===== config.mk =====
export PLATFORM = sky130hd
export DESIGN_NAME = dekker_lock_server
export DESIGN_NICKNAME = d
export VERILOG_FILES = /design/src/rtl/dekker_lock_server_pkg.sv /design/src/rtl/dekker_client_fsm.sv /design/src/rtl/dekker_lock_server.sv
export SDC_FILE = /design/constraint.sdc
export NUM_CORES = 1
export LEC_CHECK = 0
export CORE_AREA = 2 2 39 41
export DETAILED_ROUTE_END_ITERATION = 10
export DIE_AREA = 0 0 41 43
export GPL_ROUTABILITY_DRIVEN = 0
export PLACE_DENSITY = 0.74
export SKIP_LAST_GASP = 1
export SLEW_MARGIN = 10
export SYNTH_ARGS = -nofsm -noshare
export SYNTH_HDL_FRONTEND = slang
export SYNTH_SLANG_ARGS = --single-unit

===== constraint.sdc =====
create_clock -name i_clock -period 3.3 [get_ports i_clock]
set_clock_uncertainty 0.05 [all_clocks]
set_input_delay 0.66 -clock i_clock [delete_from_list [all_inputs] [get_ports i_clock]]
set_output_delay 0.66 -clock i_clock [all_outputs]
set_load 0.02 [all_outputs]

===== src/rtl/dekker_lock_server_pkg.sv =====
// dekker_lock_server_pkg: client state encoding shared by the lock server and the client-process models
package dekker_lock_server_pkg;
   typedef enum logic [1:0] {
      S_IDLE = 2'd0,
      S_REQ  = 2'd1,
      S_OWN  = 2'd2,
      S_REL  = 2'd3
   } state_t;
   function automatic logic holds_resource(input state_t s);
      return s == S_OWN || s == S_REL;
   endfunction
endpackage


===== src/rtl/dekker_client_fsm.sv =====
// dekker_client_fsm: per-client Dekker state, saturating wait counter and hold counter
// Forced revocation after HOLD_LIMIT owned cycles is enabled by LOCK_REVOKE_EN.
module dekker_client_fsm
   import dekker_lock_server_pkg::*;
#(
   parameter int WAIT_W     = 3,
   parameter int HOLD_LIMIT = 5
) (
   input  logic              i_clock,
   input  logic              i_reset,
   input  logic              i_req,
   input  logic              i_rel,
   input  logic              i_grant,
   output state_t            o_state,
   output logic [WAIT_W-1:0] o_wait_cnt,
   output logic              o_revoked
);
   localparam int HOLD_W = $clog2(HOLD_LIMIT + 1);
`ifdef LOCK_REVOKE_EN
   localparam bit REVOKE_EN = 1'b1;
`else
   localparam bit REVOKE_EN = 1'b0;
`endif
   state_t            r_state, w_next;
   logic [WAIT_W-1:0] r_wait;
   logic [HOLD_W-1:0] r_hold;
   logic              r_revoked, w_force;
   // the last owned cycle with rel low behaves as an implicit release
   assign w_force = REVOKE_EN && r_state == S_OWN && !i_rel && r_hold == HOLD_W'(HOLD_LIMIT - 1);
   always_ff @(posedge i_clock) begin
      if (i_reset) r_state <= S_IDLE;
      else r_state <= w_next;
   end
   always_ff @(posedge i_clock) begin
      if (i_reset) begin
         r_wait    <= '0;
         r_hold    <= '0;
         r_revoked <= 1'b0;
      end else begin
         r_wait    <= (w_next == S_REQ) ? (&r_wait ? r_wait : r_wait + 1'b1) : '0;
         r_hold    <= (REVOKE_EN && r_state == S_OWN && w_next == S_OWN) ? r_hold + 1'b1 : '0;
         r_revoked <= w_force;
      end
   end
   always_comb begin
      w_next = r_state;
      unique case (r_state)
         S_IDLE:  w_next = i_req ? S_REQ : S_IDLE;
         S_REQ:   w_next = !i_req ? S_IDLE : i_grant ? S_OWN : S_REQ;
         S_OWN:   w_next = (i_rel || w_force) ? S_REL : S_OWN;
         S_REL:   w_next = S_IDLE;
      endcase
   end
   always_comb begin
      o_state    = r_state;
      o_wait_cnt = r_wait;
      o_revoked  = r_revoked;
   end
endmodule


===== src/rtl/dekker_lock_server.sv =====
// dekker_lock_server: two-client Dekker lock responder with turn-bit fairness and mutual-exclusion assertion
// Optional forced revocation is compiled in with LOCK_REVOKE_EN.
module dekker_lock_server
   import dekker_lock_server_pkg::*;
#(
   parameter int WAIT_W     = 3,
   parameter int HOLD_LIMIT = 5
) (
   input  logic              i_clock,
   input  logic              i_reset,
   input  logic [1:0]        i_req,
   input  logic [1:0]        i_rel,
   output logic [1:0]        o_gnt,
   output logic              o_turn,
   output logic [WAIT_W-1:0] o_wait_cnt0,
   output logic [WAIT_W-1:0] o_wait_cnt1,
   output logic [1:0]        o_revoked
);
   state_t            w_state [2];
   logic [WAIT_W-1:0] w_wait  [2];
   logic [1:0]        w_cand, w_grant;
   logic              w_busy, w_prop, r_turn;
   genvar g;
   for (g = 0; g < 2; g++) begin : g_client
      dekker_client_fsm #(.WAIT_W(WAIT_W), .HOLD_LIMIT(HOLD_LIMIT)) u_fsm (
         .i_clock    (i_clock),
         .i_reset    (i_reset),
         .i_req      (i_req[g]),
         .i_rel      (i_rel[g]),
         .i_grant    (w_grant[g]),
         .o_state    (w_state[g]),
         .o_wait_cnt (w_wait[g]),
         .o_revoked  (o_revoked[g])
      );
      assign w_cand[g] = w_state[g] == S_REQ && i_req[g];
      assign o_gnt[g]  = w_state[g] == S_OWN;
   end
   assign w_busy = holds_resource(w_state[0]) || holds_resource(w_state[1]);
   // on contention the turn holder wins; a lone candidate wins regardless of turn
   assign w_grant[0] = !w_busy && w_cand[0] && (!w_cand[1] || !r_turn);
   assign w_grant[1] = !w_busy && w_cand[1] && (!w_cand[0] || r_turn);
   always_ff @(posedge i_clock) begin
      r_turn <= i_reset ? 1'b0 : w_state[0] == S_REL ? 1'b1 : w_state[1] == S_REL ? 1'b0 : r_turn;
   end
   assign o_turn      = r_turn;
   assign o_wait_cnt0 = w_wait[0];
   assign o_wait_cnt1 = w_wait[1];
   assign w_prop = !(o_gnt[0] && o_gnt[1]);
   a_mutex: assert property (@(posedge i_clock) disable iff (i_reset) w_prop);
endmodule


==> flow_metrics.env, run 1 <==
export IMPL_clock_sinks=11
export IMPL_drive_above_1_share_pct=5.714
export IMPL_cts_tree="done"
export IMPL_final_antenna_net_count=0
export IMPL_crit_required_ns=2.59
export IMPL_power_uw=274.6
export IMPL_die_w_um=41
export IMPL_grt_pass1_wl_mm=1.338
export IMPL_placed_area_um2=655.6
export IMPL_ys_warn_count=0
export IMPL_htree_levels=1
export IMPL_avgViaCountPerCell=4.802
export IMPL_synth_top_area_share_pct=43.46
export IMPL_syn2layout_area_growth_pct=34.57
export IMPL_cts_resized_gates=0
export IMPL_post_cts_setup_buffer_count=0
export IMPL_tns_ns=0
export IMPL_ir_drop_mv=0.2757
export IMPL_dr_pass1_iters=3
export IMPL_initial_utilization_pct=36.62
export IMPL_wl_um=883
export IMPL_die_h_um=43
export IMPL_grt_max_degree=7
export IMPL_timing_fmax_mhz=448.1
export IMPL_holdWs_ns=0.4759
export IMPL_clock_root_buffer="clkbuf_4"
export IMPL_final_util_pct=49.28
export IMPL_design_core_area_mm2=0.001384
export IMPL_endpoint_kind="primary output"
export IMPL_ys_async_sr_fraction_pct=0
export IMPL_status="complete, no violations"
export IMPL_p_leak_uw=0.0002772
export IMPL_port_buffers=14
export IMPL_yosysMostFrequentCell="dfxtp_1"
export IMPL_ys_seq_elements=11
export IMPL_syn_cell_area_um2=506.7
export IMPL_arrival_ns=1.52
export IMPL_fin_nets=81
export IMPL_synth_flop_cell="dfxtp_1"
export IMPL_fin_crit_ns=2.232
export IMPL_synth_commonest_cells="11 x dfxtp_1, 6 x nor2_1, 4 x ha_1, 4 x mux2i_1, 4 x nand2_1"
export IMPL_wire_per_inst_um=10.27
export IMPL_io_pins=17
export IMPL_worstPathMaxFanout=6
export IMPL_clk_pin_slew_worst_paths_ns=0.07
export IMPL_yosysSeqAreaShare_pct=43.46
export IMPL_yosys_area_top_type="dfxtp_1"
export IMPL_first_global_vias=340
export IMPL_hp_class="flop to flop"
export IMPL_maxCapViolCount=0
export IMPL_vias=413
export IMPL_num_rows=14
export IMPL_power_density_mw_per_mm2=402.7
export IMPL_antenna_found_initial=0
export IMPL_design_die_area_mm2=0.001763
export IMPL_synthTopCellsByArea="dfxtp_1 43%, ha_1 9.9%, mux2i_1 7.9%, nor2_1 4.4%, nor4bb_1 4.0%"
export IMPL_dp_hpwl_um=685.7
export IMPL_grtUsageTotal_pct=11.14
export IMPL_stdcell_area_um2=681.9
export IMPL_synth_avg_cell_area_um2=9.561
export IMPL_synth_cells=53
export IMPL_synth_edf_count=0
export IMPL_cts_made_buffers=3
export IMPL_finalHoldViolCount=0
export IMPL_start_kind="flop"
export IMPL_cts_hold_repair_buffers=0
export IMPL_drv_slew=0
export IMPL_rsz0062_at_grt="no"
export IMPL_setup_viol=0
export IMPL_yosysUniqueCellTypes=19
export IMPL_finalCritPeriodShare_pct=67.62
export IMPL_diodes=0
export IMPL_critPathKind="flop to primary output"
export IMPL_drc_errors=0
export IMPL_worstSkewPairLatency_ns=0.26
export IMPL_max_clock_path_buffers=2
export IMPL_globalRouteOverflowTotal=0
export IMPL_drt_initial_drc_count=2
-- layer usage --
metal | up-vias | share of wire (%) | routed length, um | GRT usage (%)
met2 | 11 | 44 | 385 | 15.94
met3 | 2 | 6.5 | 57 | 3.141
met1 | 185 | 48 | 424 | 14.57
met5 | - | 0 | 0 | 0
met4 | 0 | 1.6 | 14 | 6.000
li1 | 215 | - | - | -
-- registers in the layout, summed over array words and instances, names as in the netlist --
name                       count
o_turn                         1
g_client.u_fsm.o_state         4
g_client.u_fsm.o_wait_cnt      6
-- worst paths after layout --
| kind | from | end | slack (ns) | cells after the start |
|---|---|---|---|---|
| worst max register to register | g_client[1].u_fsm.o_wait_cnt[0]$_SDFFE_PP0N_ | g_client[1].u_fsm.o_wait_cnt[2]$_SDFFE_PP0N_ | 2.09 | 4 |
| worst min register to register | g_client[0].u_fsm.o_wait_cnt[1]$_SDFFE_PP0N_ | g_client[0].u_fsm.o_wait_cnt[1]$_SDFFE_PP0N_ | 0.48 | 2 |
| worst max-delay path | g_client[0].u_fsm.o_state[1]$_SDFF_PP0_ | o_gnt[0] | 1.07 | 2 |
| worst min-delay path | g_client[0].u_fsm.o_wait_cnt[1]$_SDFFE_PP0N_ | g_client[0].u_fsm.o_wait_cnt[1]$_SDFFE_PP0N_ | 0.48 | 2 |
-- final cells by class --
cell class	instances	area [um2]
timing repair buffer	14	140.1
fill	141	701.9
inverter	2	7.507
clock buffer	4	26.28
tap	16	20.02
sequential	11	220.2
multi-input combinational	39	267.8
-- power breakdown --
part,switching (uW),total (uW),internal (uW)
combinational,19.6,40.8,21.2
sequential,6.77,146,139
clock,41.4,88.0,46.6
-- cell usage in the layout, fill, tap and decap left out, drive strengths merged --
master and n:
clkdlybuf4s50 14, dfxtp 11, nor2 6, mux2i 4, nand2 4, ha 4, clkbuf 4, a21oi 3
nor3 3, nor2b 2, inv 2, nor4bb 2, nand3b 2, xor2 2, conb 2, nand3 1
nand2b 1, a311o 1, a31o 1, a22oi 1
-- cells by family (layout without fill, tap and decap cells) --
| family | count (synthesis) | in the layout | share of synthesized area, % |
|---|---|---|---|
| other | 1 | 2 | 0.7400 |
| XOR/XNOR | 2 | 2 | 3.457 |
| AND/OR/NAND/NOR | 21 | 21 | 21.97 |
| buffers and inverters | 4 | 20 | 4.444 |
| adder cells (fa/ha/maj) | 4 | 4 | 9.877 |
| AO/OA/AOI/OAI | 6 | 6 | 8.148 |
| flip-flops | 11 | 11 | 43.46 |
| multiplexers | 4 | 4 | 7.902 |
-- stage by stage --
| step | cells | setup WS [ns] |
|---|---|---|
| floorplan | 54 | 1.811 |
| global placement | 82 | 1.350 |
| detailed placement | 82 | 1.359 |
| CTS | 86 | 1.072 |
| global route | 86 | 0.9869 |
| finish | 86 | 1.068 |
-- critical path, stage by stage (launching register included) --
cell and delay (ns):
dfxtp_1 0.39, nor2b_1 0.23, clkdlybuf4s50_1 0.64
No activity file was read; power rests on OpenSTA's default activity.
==> run 2, diff against run 1 <==
CORE_AREA = unset   (was 2 2 39 41)
CORE_UTILIZATION = 38   (was unset)
DIE_AREA = unset   (was 0 0 41 43)
PLACE_DENSITY = 0.76   (was 0.74)
clock period = 2 ns   (was 3.3 ns; I/O delays follow)
==> run 2 against run 1 <==
  * Register-to-register slack worse by 1.3 ns
  * Setup slack worse by 0.78 ns
  * Non-clock buffer count unchanged
  * Core utilization up 9.2 points
  * Total power up 66%
  * Critical endpoint is now o_wait_cnt0[0]
==> flow_metrics.env, run 2 (synthesized netlist as in run 1, its figures left out) <==
export IMPL_power_density_mw_per_mm2=664.8
export IMPL_stdcell_area_um2=684.4
export IMPL_wire_per_inst_um=11.18
export IMPL_fin_crit_ns=1.716
export IMPL_clk_pin_slew_worst_paths_ns=0.07
export IMPL_globalRouteOverflowTotal=0
export IMPL_cts_made_buffers=3
export IMPL_vias=416
export IMPL_die_h_um=38.52
export IMPL_diodes=0
export IMPL_die_w_um=38.52
export IMPL_max_clock_path_buffers=2
export IMPL_endpoint_kind="primary output"
export IMPL_clock_root_buffer="clkbuf_4"
export IMPL_hold_path_depth=2
export IMPL_maxCapViolCount=0
export IMPL_drc_errors=0
export IMPL_arrival_ns=1.27
export IMPL_syn2layout_area_growth_pct=35.06
export IMPL_r2r_end="g_client[1].u_fsm.o_wait_cnt[1]$_SDFFE_PP0N_"
export IMPL_dp_hpwl_um=694.6
export IMPL_timing_fmax_mhz=582.7
export IMPL_first_global_vias=359
export IMPL_crit_required_ns=1.55
export IMPL_finalHoldViolCount=0
export IMPL_num_rows=12
export IMPL_rsz0062_at_grt="no"
export IMPL_finalCritPeriodShare_pct=85.80
export IMPL_r2r_start="g_client[1].u_fsm.o_wait_cnt[0]$_SDFFE_PP0N_"
export IMPL_grtUsageTotal_pct=15.15
export IMPL_drt_initial_drc_count=7
export IMPL_drv_slew=0
export IMPL_p_leak_uw=0.0003127
export IMPL_design_core_area_mm2=0.001171
export IMPL_cts_hold_repair_buffers=0
export IMPL_hp_class="flop to flop"
export IMPL_ir_drop_mv=0.3494
export IMPL_largest_reg_flops=6
export IMPL_critPathKind="flop to primary output"
export IMPL_avgViaCountPerCell=4.952
export IMPL_path_buf_inv=1
export IMPL_grt_max_degree=7
export IMPL_status="complete, no violations"
export IMPL_io_pins=17
export IMPL_initial_utilization_pct=43.27
export IMPL_worstPathMaxFanout=3
export IMPL_fin_nets=81
export IMPL_hold_end="o_turn$_SDFFE_PP0P_"
export IMPL_cpLargestDelayFamily="buffers and inverters"
export IMPL_layout_common_cells="12 x clkdlybuf4s50_1, 11 x dfxtp_1, 6 x nor2_1"
export IMPL_grt_pass1_wl_mm=1.455
export IMPL_r2r_cells=4
export IMPL_drive_above_1_share_pct=5.714
export IMPL_final_antenna_net_count=0
export IMPL_start_kind="flop"
export IMPL_layout_commonest_cell="clkdlybuf4s50_1"
export IMPL_setup_viol=0
export IMPL_path_cells="clkdlybuf4s50_1"
export IMPL_dr_pass1_iters=3
export IMPL_cts_tree="done"
export IMPL_antenna_found_initial=0
export IMPL_port_buffers=14
export IMPL_worstSkewPairLatency_ns=0.26
export IMPL_cp_slowest_stage_delay_ns=0.62
export IMPL_hold_path_startpoint="o_turn$_SDFFE_PP0P_"
export IMPL_cpMaxStageDelayCell="clkdlybuf4s50_1"
export IMPL_placed_area_um2=653.1
export IMPL_htree_levels=1
export IMPL_rrSetupSlack_ns=0.79
export IMPL_design_die_area_mm2=0.001483
export IMPL_clock_sinks=11
export IMPL_tns_ns=0
export IMPL_wl_um=939
[run 2: changes by cell type in the layout (fill, tap and decap cells not counted), sizes merged]
cell,previous run,this run
dlymetal6s2s,0,2
clkdlybuf4s50,14,12
[run 2: what timing repair did]
action,4_1_cts,5_1_grt
resized for setup,0,2
setup buffers,0,0
setup endpoints to repair,0,2
[run 2: layout make-up]
type | count | area [um2]
sequential | 11 | 220.2
fill | 102 | 486.7
timing repair buffer | 14 | 145.1
tap | 14 | 17.52
clock buffer | 4 | 26.28
multi-input combinational | 39 | 267.8
inverter | 2 | 7.507
[run 2: power breakdown]
part	internal, uW	switching [uW]	total (uW)
Clock	77.0	69.3	146
Combinational	34.9	33.1	67.9
Sequential	229	11.3	241
Total	341	114	455
[run 2: worst max-delay path by stage]
stage          slack, ns  cells after the start                                            to                                    startpoint
2_1_floorplan       0.74                      4  g_client[1].u_fsm.o_wait_cnt[1]$_SDFFE_PP0N_  g_client[1].u_fsm.o_wait_cnt[0]$_SDFFE_PP0N_
3_3_place_gp        0.32                      2                                      o_gnt[1]       g_client[1].u_fsm.o_state[1]$_SDFF_PP0_
3_5_place_dp        0.31                      2                                      o_gnt[0]       g_client[0].u_fsm.o_state[1]$_SDFF_PP0_
4_1_cts             0.01                      2                                      o_gnt[0]       g_client[0].u_fsm.o_state[1]$_SDFF_PP0_
5_1_grt             0.23                      1                                o_wait_cnt1[0]  g_client[1].u_fsm.o_wait_cnt[0]$_SDFFE_PP0N_
6_report            0.28                      1                                o_wait_cnt0[0]  g_client[0].u_fsm.o_wait_cnt[0]$_SDFFE_PP0N_
[run 2: layer usage]
metal	share of wire (%)	track usage, %
met1	48	19.13
met2	45	21.25
met3	7.3	6.977
met4	0	7.759
met5	0	0
[run 2: metrics by stage]
step                util, %  setup slack [ns]  hold WS (ns)  power (uW)  std cells
detailed placement    55.77            0.3073        0.4858       313.8         80
finish                58.44            0.2839        0.4950       455.0         84
floorplan                 -            0.7444        0.4224       284.8         54
global route          58.44            0.2343        0.5300       476.8         84
CTS                   58.01           0.01470        0.5013       460.7         84
global placement      55.77            0.3178        0.4589       312.6         80
==> run 3, diff against run 2 <==
CORE_MARGIN = 4   (was unset)
HOLD_SLACK_MARGIN = 0.03   (was unset)
==> run 3 against run 2 <==
  * Fmax rose by 0.24%
  * First-iteration DRC count decreased by 43%
  * Worst hold slack got worse by 0.0048 ns
  * Core utilization decreased by 1.1 points
  * Highest routed layer is now met4
==> flow_metrics.env, run 3 (synthesized netlist as in run 1, its figures left out) <==
export IMPL_combPwrFrac_pct=15.0
export IMPL_finalHoldViolCount=0
export IMPL_crit_required_ns=1.55
export IMPL_io_pins=17
export IMPL_clock_root_buffer="clkbuf_4"
export IMPL_hold_path_startpoint="g_client[0].u_fsm.o_wait_cnt[1]$_SDFFE_PP0N_"
export IMPL_globalRouteOverflowTotal=0
export IMPL_hp_class="flop to flop"
export IMPL_worstPathMaxFanout=3
export IMPL_layout_setup_ws_ns=0.2881
export IMPL_setup_viol=0
export IMPL_cp_slowest_stage_delay_ns=0.63
export IMPL_switching_share_pct=25.16
export IMPL_finalCritPeriodShare_pct=85.59
export IMPL_r2r_cells=4
export IMPL_clock_sinks=11
export IMPL_r2r_end="g_client[1].u_fsm.o_wait_cnt[1]$_SDFFE_PP0N_"
export IMPL_diodes=0
export IMPL_grtUsageTotal_pct=10.93
export IMPL_clockPowerShare_pct=32.3
export IMPL_cts_made_buffers=3
export IMPL_layout_commonest_cell="clkdlybuf4s50_1"
export IMPL_grt_max_degree=7
export IMPL_timing_fmax_mhz=584.2
export IMPL_drt_initial_drc_count=4
export IMPL_path_cells="clkdlybuf4s50_1"
export IMPL_worstSkewPairLatency_ns=0.26
export IMPL_num_rows=12
export IMPL_first_global_vias=402
export IMPL_htree_levels=1
export IMPL_avgViaCountPerCell=5.107
export IMPL_die_w_um=44.52
export IMPL_power_density_mw_per_mm2=669.4
export IMPL_dr_pass1_iters=2
export IMPL_cpMaxStageDelayCell="clkdlybuf4s50_1"
export IMPL_grt_pass1_wl_mm=1.566
export IMPL_syn2layout_area_growth_pct=34.32
export IMPL_pre_cts_ws_ns=0.2858
export IMPL_p_leak_uw=0.0002994
export IMPL_hold_end="g_client[0].u_fsm.o_wait_cnt[1]$_SDFFE_PP0N_"
export IMPL_drive_above_1_share_pct=5.714
export IMPL_endpoint_kind="primary output"
export IMPL_clk_pin_slew_worst_paths_ns=0.07
export IMPL_final_antenna_net_count=0
export IMPL_antenna_found_initial=0
export IMPL_cts_tree="done"
export IMPL_fin_nets=81
export IMPL_rsz0062_at_grt="no"
export IMPL_arrival_ns=1.26
export IMPL_port_buffers=14
export IMPL_wire_per_inst_um=11.55
export IMPL_design_core_area_mm2=0.001186
export IMPL_wl_um=970
export IMPL_initial_utilization_pct=42.72
export IMPL_fin_crit_ns=1.712
export IMPL_path_buf_inv=1
export IMPL_vias=429
export IMPL_max_clock_path_buffers=2
export IMPL_largest_reg_flops=6
export IMPL_maxCapViolCount=0
export IMPL_critPathKind="flop to primary output"
export IMPL_r2r_start="g_client[1].u_fsm.o_wait_cnt[0]$_SDFFE_PP0N_"
export IMPL_status="complete, no violations"
export IMPL_cpLargestDelayFamily="buffers and inverters"
export IMPL_internal_power_uw=341.0
export IMPL_switchingPower_uw=114.6
export IMPL_drc_errors=0
export IMPL_layout_common_cells="12 x clkdlybuf4s50_1, 11 x dfxtp_1, 6 x nor2_1"
export IMPL_ir_drop_mv=0.3709
export IMPL_tns_ns=0
export IMPL_drv_slew=0
export IMPL_start_kind="flop"
export IMPL_hold_path_depth=2
export IMPL_power_uw=455.6
export IMPL_rrSetupSlack_ns=0.81
export IMPL_die_h_um=44.52
export IMPL_design_die_area_mm2=0.001982
export IMPL_pwr_share_seq_pct=52.7
export IMPL_nFillCells=114
export IMPL_dp_hpwl_um=764.5
==> run 3: repair_timing <==
| item | 4_1_cts | 5_1_grt |
|---|---|---|
| hold buffers | 0 | 0 |
| endpoints found under the setup margin | 1 | 1 |
| setup buffers | 0 | 0 |
| resized for setup | 1 | 1 |
==> run 3: layout make-up <==
cell class / instances / area, um2 / area share, %
well taps: 14 / 17.52 / 2.574
clock buffers: 4 / 26.28 / 3.860
multi-input cells: 39 / 267.8 / 39.34
inverters: 2 / 7.507 / 1.103
repair buffers: 14 / 141.4 / 20.77
flip-flops and latches: 11 / 220.2 / 32.35
==> run 3: worst max path at each step <==
stage                                                            start                                           end  slack, ns  depth (start not counted)
after floorplan           g_client[1].u_fsm.o_wait_cnt[0]$_SDFFE_PP0N_  g_client[1].u_fsm.o_wait_cnt[1]$_SDFFE_PP0N_       0.74                          4
after global placement         g_client[1].u_fsm.o_state[1]$_SDFF_PP0_                                      o_gnt[1]       0.32                          2
after detailed placement       g_client[1].u_fsm.o_state[1]$_SDFF_PP0_                                      o_gnt[1]       0.29                          2
after CTS                      g_client[0].u_fsm.o_state[1]$_SDFF_PP0_                                      o_gnt[0]     0.0003                          2
after global routing           g_client[1].u_fsm.o_state[1]$_SDFF_PP0_                                      o_gnt[1]       0.20                          2
final                     g_client[0].u_fsm.o_wait_cnt[0]$_SDFFE_PP0N_                                o_wait_cnt0[0]       0.29                          1
==> run 3: metal layers <==
| layer | vias up | track usage, % | wire length (um) |
|---|---|---|---|
| met4 | 0 | 9.036 | 5 |
| met1 | 199 | 14.81 | 471 |
| li1 | 217 | - | - |
| met2 | 11 | 14.33 | 425 |
| met5 | - | 0 | 0 |
| met3 | 2 | 2.439 | 68 |
==> run 3: power groups by stage <==
stage | registers [uW] | clock network [uW] | logic [uW]
after global routing | 242 | 161 | 74.6
after detailed placement | 245 | 0 | 69.0
after CTS | 240 | 155 | 69.0
after floorplan | 249 | 0 | 35.6
final | 240 | 147 | 68.2
after global placement | 245 | 0 | 68.0
==> run 3: through the flow <==
step / std cells / cell area, um2 / utilization (%) / hold WS (ns)
after floorplan: 54 / 510.5 / - / 0.4224
after global placement: 80 / 653.1 / 55.06 / 0.4623
after detailed placement: 80 / 653.1 / 55.06 / 0.4781
after CTS: 84 / 678.2 / 57.17 / 0.4944
after global routing: 84 / 680.7 / 57.38 / 0.5420
final: 84 / 680.7 / 57.38 / 0.4902
==> run 3: worst min-delay path: stages, from the launching register on <==
cell and delay [ns]:
dfxtp_1 0.35, mux2i_1 0.08, nor2_1 0.08
